## src/rtl/fht_unloader.sv

```systemverilog
// Streams the finished FHT result out of the four data banks in natural index order.
// A 2-entry output buffer absorbs the one-cycle RAM read latency under back-pressure.
module fht_unloader #(
    parameter int unsigned A_BIT = 8,
    parameter int unsigned D_BIT = 16
) (
    input  logic               iCLK,
    input  logic               iRESET,
    input  logic               iUNLOAD,
    input  logic               iFHT_RDY,
    output logic               oBUSY,
    output logic               oRD_EN,
    output logic [A_BIT-1:0]   oADDR_RD,
    input  logic [D_BIT-1:0]   iDATA_0,
    input  logic [D_BIT-1:0]   iDATA_1,
    input  logic [D_BIT-1:0]   iDATA_2,
    input  logic [D_BIT-1:0]   iDATA_3,
    output logic [D_BIT-1:0]   oDATA,
    output logic               oVALID,
    input  logic               iREADY,
    output logic               oLAST,
    output logic [A_BIT+1:0]   oINDEX
);

    localparam int unsigned IW = A_BIT + 2;
    localparam logic [IW-1:0] LastIdx = '1;

    typedef enum logic [1:0] {StIdle, StRun, StDrain} state_e;

    state_e              state_q;
    logic   [IW-1:0]     cnt_q;
    logic                busy_q;
    logic                pend_q;
    logic   [IW-1:0]     pend_idx_q;

    logic   [D_BIT-1:0]  data_q [2];
    logic   [IW-1:0]     idx_q  [2];
    logic                last_q [2];
    logic                rd_ptr_q;
    logic                wr_ptr_q;
    logic   [1:0]        occ_q;

    logic                push;
    logic                pop;
    logic                issue;
    logic   [2:0]        load;
    logic   [D_BIT-1:0]  rd_data;
    logic                head_last;

    assign push      = pend_q;
    assign oVALID    = (occ_q != 2'd0);
    assign pop       = oVALID && iREADY;
    assign head_last = last_q[rd_ptr_q];

    // Occupancy after this edge's pop plus the read returning now; a new read
    // may only be issued if a slot will be free when it lands.
    assign load  = {1'b0, occ_q} + {2'b00, pend_q} - {2'b00, pop};
    assign issue = (state_q == StRun) && (load < 3'd2);

    // Left combinational: gating on this cycle's pop is what keeps the stream bubble-free.
    assign oRD_EN   = issue;
    assign oADDR_RD = cnt_q[IW-1:2];
    assign oBUSY    = busy_q;

    assign oDATA  = data_q[rd_ptr_q];
    assign oINDEX = idx_q[rd_ptr_q];
    assign oLAST  = head_last;

    // Bank select travels with the read so the right bank is captured a cycle later.
    always_comb begin
        rd_data = iDATA_0;
        unique case (pend_idx_q[1:0])
            2'd0: rd_data = iDATA_0;
            2'd1: rd_data = iDATA_1;
            2'd2: rd_data = iDATA_2;
            2'd3: rd_data = iDATA_3;
        endcase
    end

    always_ff @(posedge iCLK or negedge iRESET) begin
        if (!iRESET) begin
            state_q    <= StIdle;
            cnt_q      <= '0;
            busy_q     <= 1'b0;
            pend_q     <= 1'b0;
            pend_idx_q <= '0;
        end else begin
            pend_q <= issue;
            if (issue) begin
                pend_idx_q <= cnt_q;
            end
            case (state_q)
                StIdle: begin
                    if (iUNLOAD && iFHT_RDY) begin
                        state_q <= StRun;
                        cnt_q   <= '0;
                        busy_q  <= 1'b1;
                    end
                end
                StRun: begin
                    if (issue) begin
                        if (cnt_q == LastIdx) begin
                            state_q <= StDrain;
                        end else begin
                            cnt_q <= cnt_q + IW'(1);
                        end
                    end
                end
                StDrain: begin
                    if (pop && head_last) begin
                        state_q <= StIdle;
                        busy_q  <= 1'b0;
                    end
                end
                default: begin
                    state_q <= StIdle;
                    busy_q  <= 1'b0;
                end
            endcase
        end
    end

    always_ff @(posedge iCLK or negedge iRESET) begin
        if (!iRESET) begin
            for (int i = 0; i < 2; i++) begin
                data_q[i] <= '0;
                idx_q[i]  <= '0;
                last_q[i] <= 1'b0;
            end
            rd_ptr_q <= 1'b0;
            wr_ptr_q <= 1'b0;
            occ_q    <= 2'd0;
        end else begin
            if (push) begin
                data_q[wr_ptr_q] <= rd_data;
                idx_q[wr_ptr_q]  <= pend_idx_q;
                last_q[wr_ptr_q] <= (pend_idx_q == LastIdx);
                wr_ptr_q         <= ~wr_ptr_q;
            end
            if (pop) begin
                rd_ptr_q <= ~rd_ptr_q;
            end
            case ({push, pop})
                2'b10:   occ_q <= occ_q + 2'd1;
                2'b01:   occ_q <= occ_q - 2'd1;
                default: occ_q <= occ_q;
            endcase
        end
    end

`ifndef SYNTHESIS
    a_no_overflow: assert property (@(posedge iCLK) disable iff (!iRESET)
        (push && !pop) |-> (occ_q < 2'd2));
`endif

endmodule

```

## config.mk

```make
export PLATFORM = sky130hd
export DESIGN_NAME = fht_unloader
export DESIGN_NICKNAME = d
export VERILOG_FILES = /design/src/rtl/fht_unloader.sv
export SDC_FILE = /design/constraint.sdc
export NUM_CORES = 1
export LEC_CHECK = 0
export CELL_PAD_IN_SITES_DETAIL_PLACEMENT = 0
export CELL_PAD_IN_SITES_GLOBAL_PLACEMENT = 1
export CORE_ASPECT_RATIO = 1.2
export CORE_MARGIN = 1
export CORE_UTILIZATION = 39
export DETAILED_ROUTE_END_ITERATION = 8
export PLACE_DENSITY_LB_ADDON = 0.05
export SLEW_MARGIN = 5
export SYNTH_ARGS = -nofsm -noshare
export SYNTH_HDL_FRONTEND = slang
export SYNTH_SLANG_ARGS = --single-unit
```

## constraint.sdc

```tcl
create_clock -name iCLK -period 3.4 [get_ports iCLK]
set_input_delay 0.68 -clock iCLK [delete_from_list [all_inputs] [get_ports iCLK]]
set_output_delay 0.68 -clock iCLK [all_outputs]
set_load 0.005 [all_outputs]
```

==> results of run 1 <==
==> metrics by stage <==
stage	setup WS (ns)	TNS [ns]	instances	hold WS, ns	area (sq um)
detailed placement	-0.279	-0.279	537	0.490	5350
finish	0.217	0	557	0.500	5710
global route	0.0998	0	557	0.515	5710
floorplan	0.442	0	313	0.384	4190
CTS	0.00928	0	556	0.504	5690
global placement	-0.251	-0.251	537	0.481	5350
==> final cells by class <==
cell class	instances	area share, %
clock buffers	11	4.43
clock inverters	5	0.921
inverters	8	0.526
multi-input cells	200	34.5
flip-flops and latches	82	36.0
well taps	129	2.83
repair buffers	122	20.8
==> logic make-up after synthesis <==
kind of cell    count (synthesis)  share of synthesized area [%]
mux                            98                           30.8
compound gates                 31                           5.02
simple gates                   60                           7.71
fa+ha+maj                       4                           1.37
buf+inv                        31                           4.48
xor+xnor                        7                           1.64
flops                          82                           49.0
==> cell usage after synthesis (2+ instances only) <==
cell and n:
buf_6 3, xor2_1 4, mux4_1 2, dfrtp_1 82, a21oi_1 5, buf_4 11, xnor2_1 2, nand3_1 2
o311ai_0 3, nand2b_1 3, mux4_2 14, nor2_1 3, clkbuf_1 3, mux2_2 81, buf_2 6, nand2_1 34
a31oi_1 4, and3_1 2, o21ai_0 11, inv_1 7, nand4_1 4, and2_1 2, ha_1 3
==> worst max-delay path, delay by kind of cell <==
kind	cells	cell delay (ns)
AOI/OAI and AO/OA	1	0.15
and+or+nand+nor	2	0.25
xor gates and xnor gates	1	0.19
adders and majority gates	2	0.62
buffers and inverters	3	0.63
==> state kept, by name (all words and copies together) (netlist names), 2 cells and up <==
| signal | cells |
|---|---|
| idx_q | 20 |
| state_q | 2 |
| data_q | 32 |
| last_q | 2 |
| occ_q | 2 |
| pend_idx_q | 10 |
| cnt_q | 10 |
==> layout by cell type, fill, tap and decap left out, types with 2 or more instances in the layout <==
master	Yosys	routed
o311ai_0	3	3
mux4_2	14	14
dfrtp_1	82	82
nand2b_1	3	2
xor2_1	4	4
and3_1	2	2
clkinv_2	0	3
a21oi_1	5	5
o21ai_0	11	11
clkdlybuf4s50_1	0	104
and2_1	2	2
mux2_2	81	81
buf_4	11	16
a31oi_1	4	4
xnor2_1	2	2
nand2_1	34	34
clkbuf_8	0	2
nor2_1	3	3
nand3_1	2	2
mux4_1	2	2
clkbuf_16	0	9
inv_1	7	7
nand4_1	4	4
ha_1	3	3
==> worst max-delay path by stage <==
| stage | startpoint | endpoint | cells after the start |
|---|---|---|---|
| 6_report | iREADY | oRD_EN | 9 |
| 3_5_place_dp | iREADY | oRD_EN | 9 |
| 2_1_floorplan | iREADY | oRD_EN | 8 |
| 5_1_grt | iREADY | oRD_EN | 9 |
| 3_3_place_gp | iREADY | oRD_EN | 9 |
| 4_1_cts | iREADY | oRD_EN | 9 |
==> metal layers <==
metal	GRT usage [%]	vias up	wire [microns]
li1	-	1357	-
met1	21.3	1478	4010
met5	0	-	0
met4	6.87	0	129
met3	4.52	12	473
met2	30.5	75	4790
==> power breakdown <==
| part | internal, uW | leakage [uW] | switching (uW) |
|---|---|---|---|
| Clock | 604 | 0.000151 | 370 |
| Sequential | 1460 | 0.000971 | 388 |
| Combinational | 1800 | 0.00125 | 1180 |
| Total | 3870 | 0.00238 | 1940 |
==> timing repair <==
item                                    in CTS  in global routing
pin swaps                                    3                  3
hold buffers                                 0                  0
endpoints found under the setup margin       1                  1
buffers inserted                             3                  1
resized for setup                            3                  3
==> results.ini, run 1 <==
[floorplanning]
die-area_sq_um = 11200
ios = 107
die_w_microns = 96.6
start_util_pct = 40.0
core_area_sq_um = 10500
num_rows = 41
die_h_microns = 116

[worst_setup_path]
cp-end-kind = output port
cp-start-kind = input port
timing.rr.end = cnt_q[5]
rr_worst_depth = 11
r2r_start = occ_q[0]
reg2reg_slack_ns = 0.76
crit_path_top_delay_cell = clkdlybuf4s50_1
critPathArrivalTime_ns = 2.50
cp.required_ns = 2.72
crit_fanout = 2
path_cells = clkdlybuf4s50_1 -> o21a_1 -> ha_1 -> nand2b_4 -> fa_2 -> xnor2_4 -> nand3_4 -> inv_2 -> clkbuf_2
crit_path_max_incr_delay_ns = 0.46
crit_type = in2out

[min_path]
hold_start = data_q[10]
whs_path_depth = 1
min_to = data_q[10]
hold_class = reg2reg

[pwr]
ir_drop_mv = 0.761
finalPower_uw = 5800
power.density_nw_per_um2 = 1020
p_leak_uw = 0.00238

[place]
gp_congestion = 0.819
portBuffers = 106
dp.final_hpwl_microns = 6540

[drt]
drt-total-wl_microns = 9400
drt_iter0_markers = 88
drc = 0
route.vias.total = 2922
post_drt_wl_per_cell_microns = 16.9
viasPerCell = 5.25
firstDrtPassIters = 4
drtAntennaViolNets = 0

[final_layout]
area_growth_pct = 36.2
drive_gt1_share_pct = 33.2
multi_input_area_sq_um = 1970
final_nets = 496
seq_area_sq_um = 2050
insertedDiodeCount = 0
n_fill_cell = 915
fin_util_pct = 54.5

[logic_synthesis]
ys_seq_elements = 82
ys_seq_area_share_pct = 49.0
synth.largest_area_cell = dfrtp_1
synth.top_cell.area_share_pct = 49.0
synthTopCellsByArea = dfrtp_1, mux2_2, mux4_2, nand2_1, buf_4
synth_edf_count = 0
ys.flop_type = dfrtp_1
ys_warn_count = 0
ys_async_sr_fraction_pct = 100
synth_area_per_cell_sq_um = 13.4
syn-num-nets = 386
synth_cell_types = 45
netlist_area_sq_um = 4190
synthCells = 313

[timing]
clock_skew_ns = 0.00353
min_period_ns = 3.18
hold_violations = 0
rsz0062_at_grt = false
max_slew_margin_pct = 30.9
fmax_mhz = 314
setup_viol_count_final = 0
slew_viol_final = 0
tightest_slew_ns = 1.04
min_period_over_period_pct = 93.6

[clock_tree]
cts_tree = yes
clk_latency_ns = 0.33
clkTransAtPathRegs_ns = 0.06
clk_path_buf_depth = 2
cts-root-buf = clkbuf_16
cts_htree_levels = 3
numCtsBuffers = 9
clock-sinks = 82

[status]
status = completed

[global_routing]
grt_max_degree = 83
grt_antenna_before_repair = 0
grt.total_usage_pct = 17.7
grt_pass1_vias = 2997
grt_pass1_wl_microns = 15300
grt.overflow.total = 0

[flow_run]
drv_cap = 0

(Power assumes the default switching activity.)
==> run 2, diff against run 1 <==
- SETUP_SLACK_MARGIN: default -> 0.5
- SLEW_MARGIN: 5 -> 10
==> run 2 against run 1 <==
Sequential power hardly changed. Power barely moved. Global-route usage increased by 0.10 points. Hold slack lost 0.00083 ns. Clock skew increased by 0.0060 ns. Via count down 1.1%. Clock power up 2.5%. Register-to-register slack improved by 0.17 ns. Setup slack better by 0.35 ns. Die area unchanged. Final cell count is the same. Critical path type is now reg2out. Highest routed layer unchanged.
==> results.ini, run 2 (synthesis results as in run 1) <==
[status]
status = completed

[timing]
setup_viol_count_final = 0  ; unchanged
clock_skew_ns = 0.00948  ; +0.00595 ns
fin_ws_ns = 0.572  ; +0.355 ns
tightest_slew_ns = 1.03  ; -0.00405 ns
max_slew_margin_pct = 31.2  ; +0.27 points
min_period_ns = 2.83  ; -0.355 ns
min_period_over_period_pct = 83.2  ; -10 points
fmax_mhz = 354  ; +13%
hold_violations = 0  ; unchanged
slew_viol_final = 0  ; unchanged
fin_worst_hold_slack_ns = 0.500  ; -0.000828 ns
finalSetupTns_ns = 0  ; unchanged
rsz0062_at_grt = true

[final_layout]
area_growth_pct = 36.0
regMostFlops = data_q
insertedDiodeCount = 0  ; unchanged
final_nets = 496  ; unchanged
layout_common_cells = clkdlybuf4s50_1, dfrtp_1, mux2_2
largest_reg_flops = 32  ; unchanged
seq_area_sq_um = 2050  ; unchanged
fin_cells = 557  ; unchanged
multi_input_area_sq_um = 1970  ; unchanged
final_common_cell = clkdlybuf4s50_1
largest_registers = data_q: 32 flops, idx_q: 20 flops
n_fill_cell = 923  ; +0.87%
drive_gt1_share_pct = 33.4  ; +0.23 points

[pwr]
ir_drop_mv = 0.607  ; -20%
p_leak_uw = 0.00237  ; -0.17%
finalPower_uw = 5800  ; about the same
power.density_nw_per_um2 = 1020  ; +0.14%

[worst_setup_path]
crit_type = reg2out
cp.required_ns = 2.72  ; about the same
r2r_start = occ_q[1]
crit_fanout = 2  ; unchanged
crit_start = occ_q[1]
cp-end-kind = output port
cp-start-kind = flop
critPathArrivalTime_ns = 2.15  ; -0.35 ns

[floorplanning]
num_rows = 41  ; unchanged
die-area_sq_um = 11200  ; unchanged
core_area_sq_um = 10500  ; unchanged
start_util_pct = 40.0  ; unchanged
ios = 107  ; unchanged
die_w_microns = 96.6  ; unchanged
die_h_microns = 116  ; unchanged

[place]
portBuffers = 106  ; unchanged
dp.cells = 537  ; unchanged
post-place-ws_ns = -0.198  ; +0.0810 ns
gp_congestion = 0.848  ; +3.4%
dp.final_hpwl_microns = 6500  ; -0.66%

[drt]
post_drt_wl_per_cell_microns = 17.1  ; +1.1%
firstDrtPassIters = 4  ; unchanged
route.vias.total = 2890  ; -1.1%
drc = 0  ; unchanged
viasPerCell = 5.19  ; -1.1%
drt_iter0_markers = 62  ; -30%
drt-total-wl_microns = 9510  ; +1.1%
drtAntennaViolNets = 0  ; unchanged

[clock_tree]
hold_buffers = 0  ; unchanged
clkTransAtPathRegs_ns = 0.06  ; about the same
clock-sinks = 82  ; unchanged
cts_htree_levels = 3  ; unchanged
numCtsBuffers = 9  ; unchanged
clk_latency_ns = 0.33  ; about the same
cts-root-buf = clkbuf_16
cts_tree = yes
clk_path_buf_depth = 2  ; unchanged

[global_routing]
grt_pass1_wl_microns = 15700  ; +2.5%
grt.total_usage_pct = 17.8  ; +0.10 points
busiest_layer = met2
grt_pass1_vias = 3014  ; +0.57%
met2_usage_pct = 29.5  ; -1.0 points
grt_antenna_before_repair = 0  ; unchanged
grt_util_met3_pct = 3.80  ; -0.72 points
grt.overflow.total = 0  ; unchanged
met1_usage_pct = 23.1  ; +1.7 points
grt_max_degree = 83  ; unchanged

[flow_run]
drv_cap = 0  ; unchanged

[min_path]
hold_class = reg2reg
hold_start = idx_q[7]

[run 2: cell count changes in the layout (fill, tap and decap cells not counted)]
cell             change
buf_2                +2
buf_4                +1
inv_6                +1
clkinv_2             -2
buf_12               -1
clkdlybuf4s50_1      -1
clkinv_4             +1
clkbuf_2             -1
[run 2: layout make-up]
type	instances	share of cell area, %
Timing Repair Buffer	122	20.5
Clock inverter	5	1.05
Clock buffer	11	4.44
Inverter	8	0.527
Tap cell	129	2.83
Sequential cell	82	36.0
Multi-Input combinational cell	200	34.6
[run 2: path summary, 6_finish.rpt]
check / end / slack (ns) / cells after the start
max: oRD_EN / 0.57 / 8
min: idx_q[7] / 0.50 / 1
max reg2reg: cnt_q[6] / 0.93 / 10
min reg2reg: idx_q[7] / 0.50 / 1
max in group asynchronous: data_q[7] / 2.19 / 1
min in group asynchronous: data_q[13] / 0.52 / 1
[run 2: critical path, stage by stage, from the launching register on]
cell      delay (ns)
dfrtp_1         0.37
o21a_1          0.20
ha_1            0.28
nand2b_4        0.14
fa_2            0.39
xnor2_4         0.18
nand3_4         0.08
inv_2           0.07
buf_2           0.10
[run 2: through the flow]
step	utilization, %	cell area, sq um
2_1_floorplan	-	4200
3_3_place_gp	51.2	5360
3_5_place_dp	51.2	5360
4_1_cts	54.4	5700
5_1_grt	54.4	5700
6_report	54.4	5700
[run 2: what timing repair did]
item / in CTS / in global routing
endpoints found under the setup margin: 1 / 1
gates cloned: 0 / 0
gates resized for setup: 8 / 0
buffers inserted: 4 / 0
pin swaps: 4 / 1
[run 2: per-layer routing]
layer	part of all wire, %	wire length (microns)
met1	44	4150
met2	49	4700
met5	0	0
met4	1.7	161
met3	5.3	500
[run 2: where the power goes]
part | switching, uW | leakage (uW) | internal (uW)
Clock | 387 | 0.000152 | 612
Combinational | 1180 | 0.00125 | 1780
Sequential | 375 | 0.000971 | 1460
Total | 1950 | 0.00237 | 3850
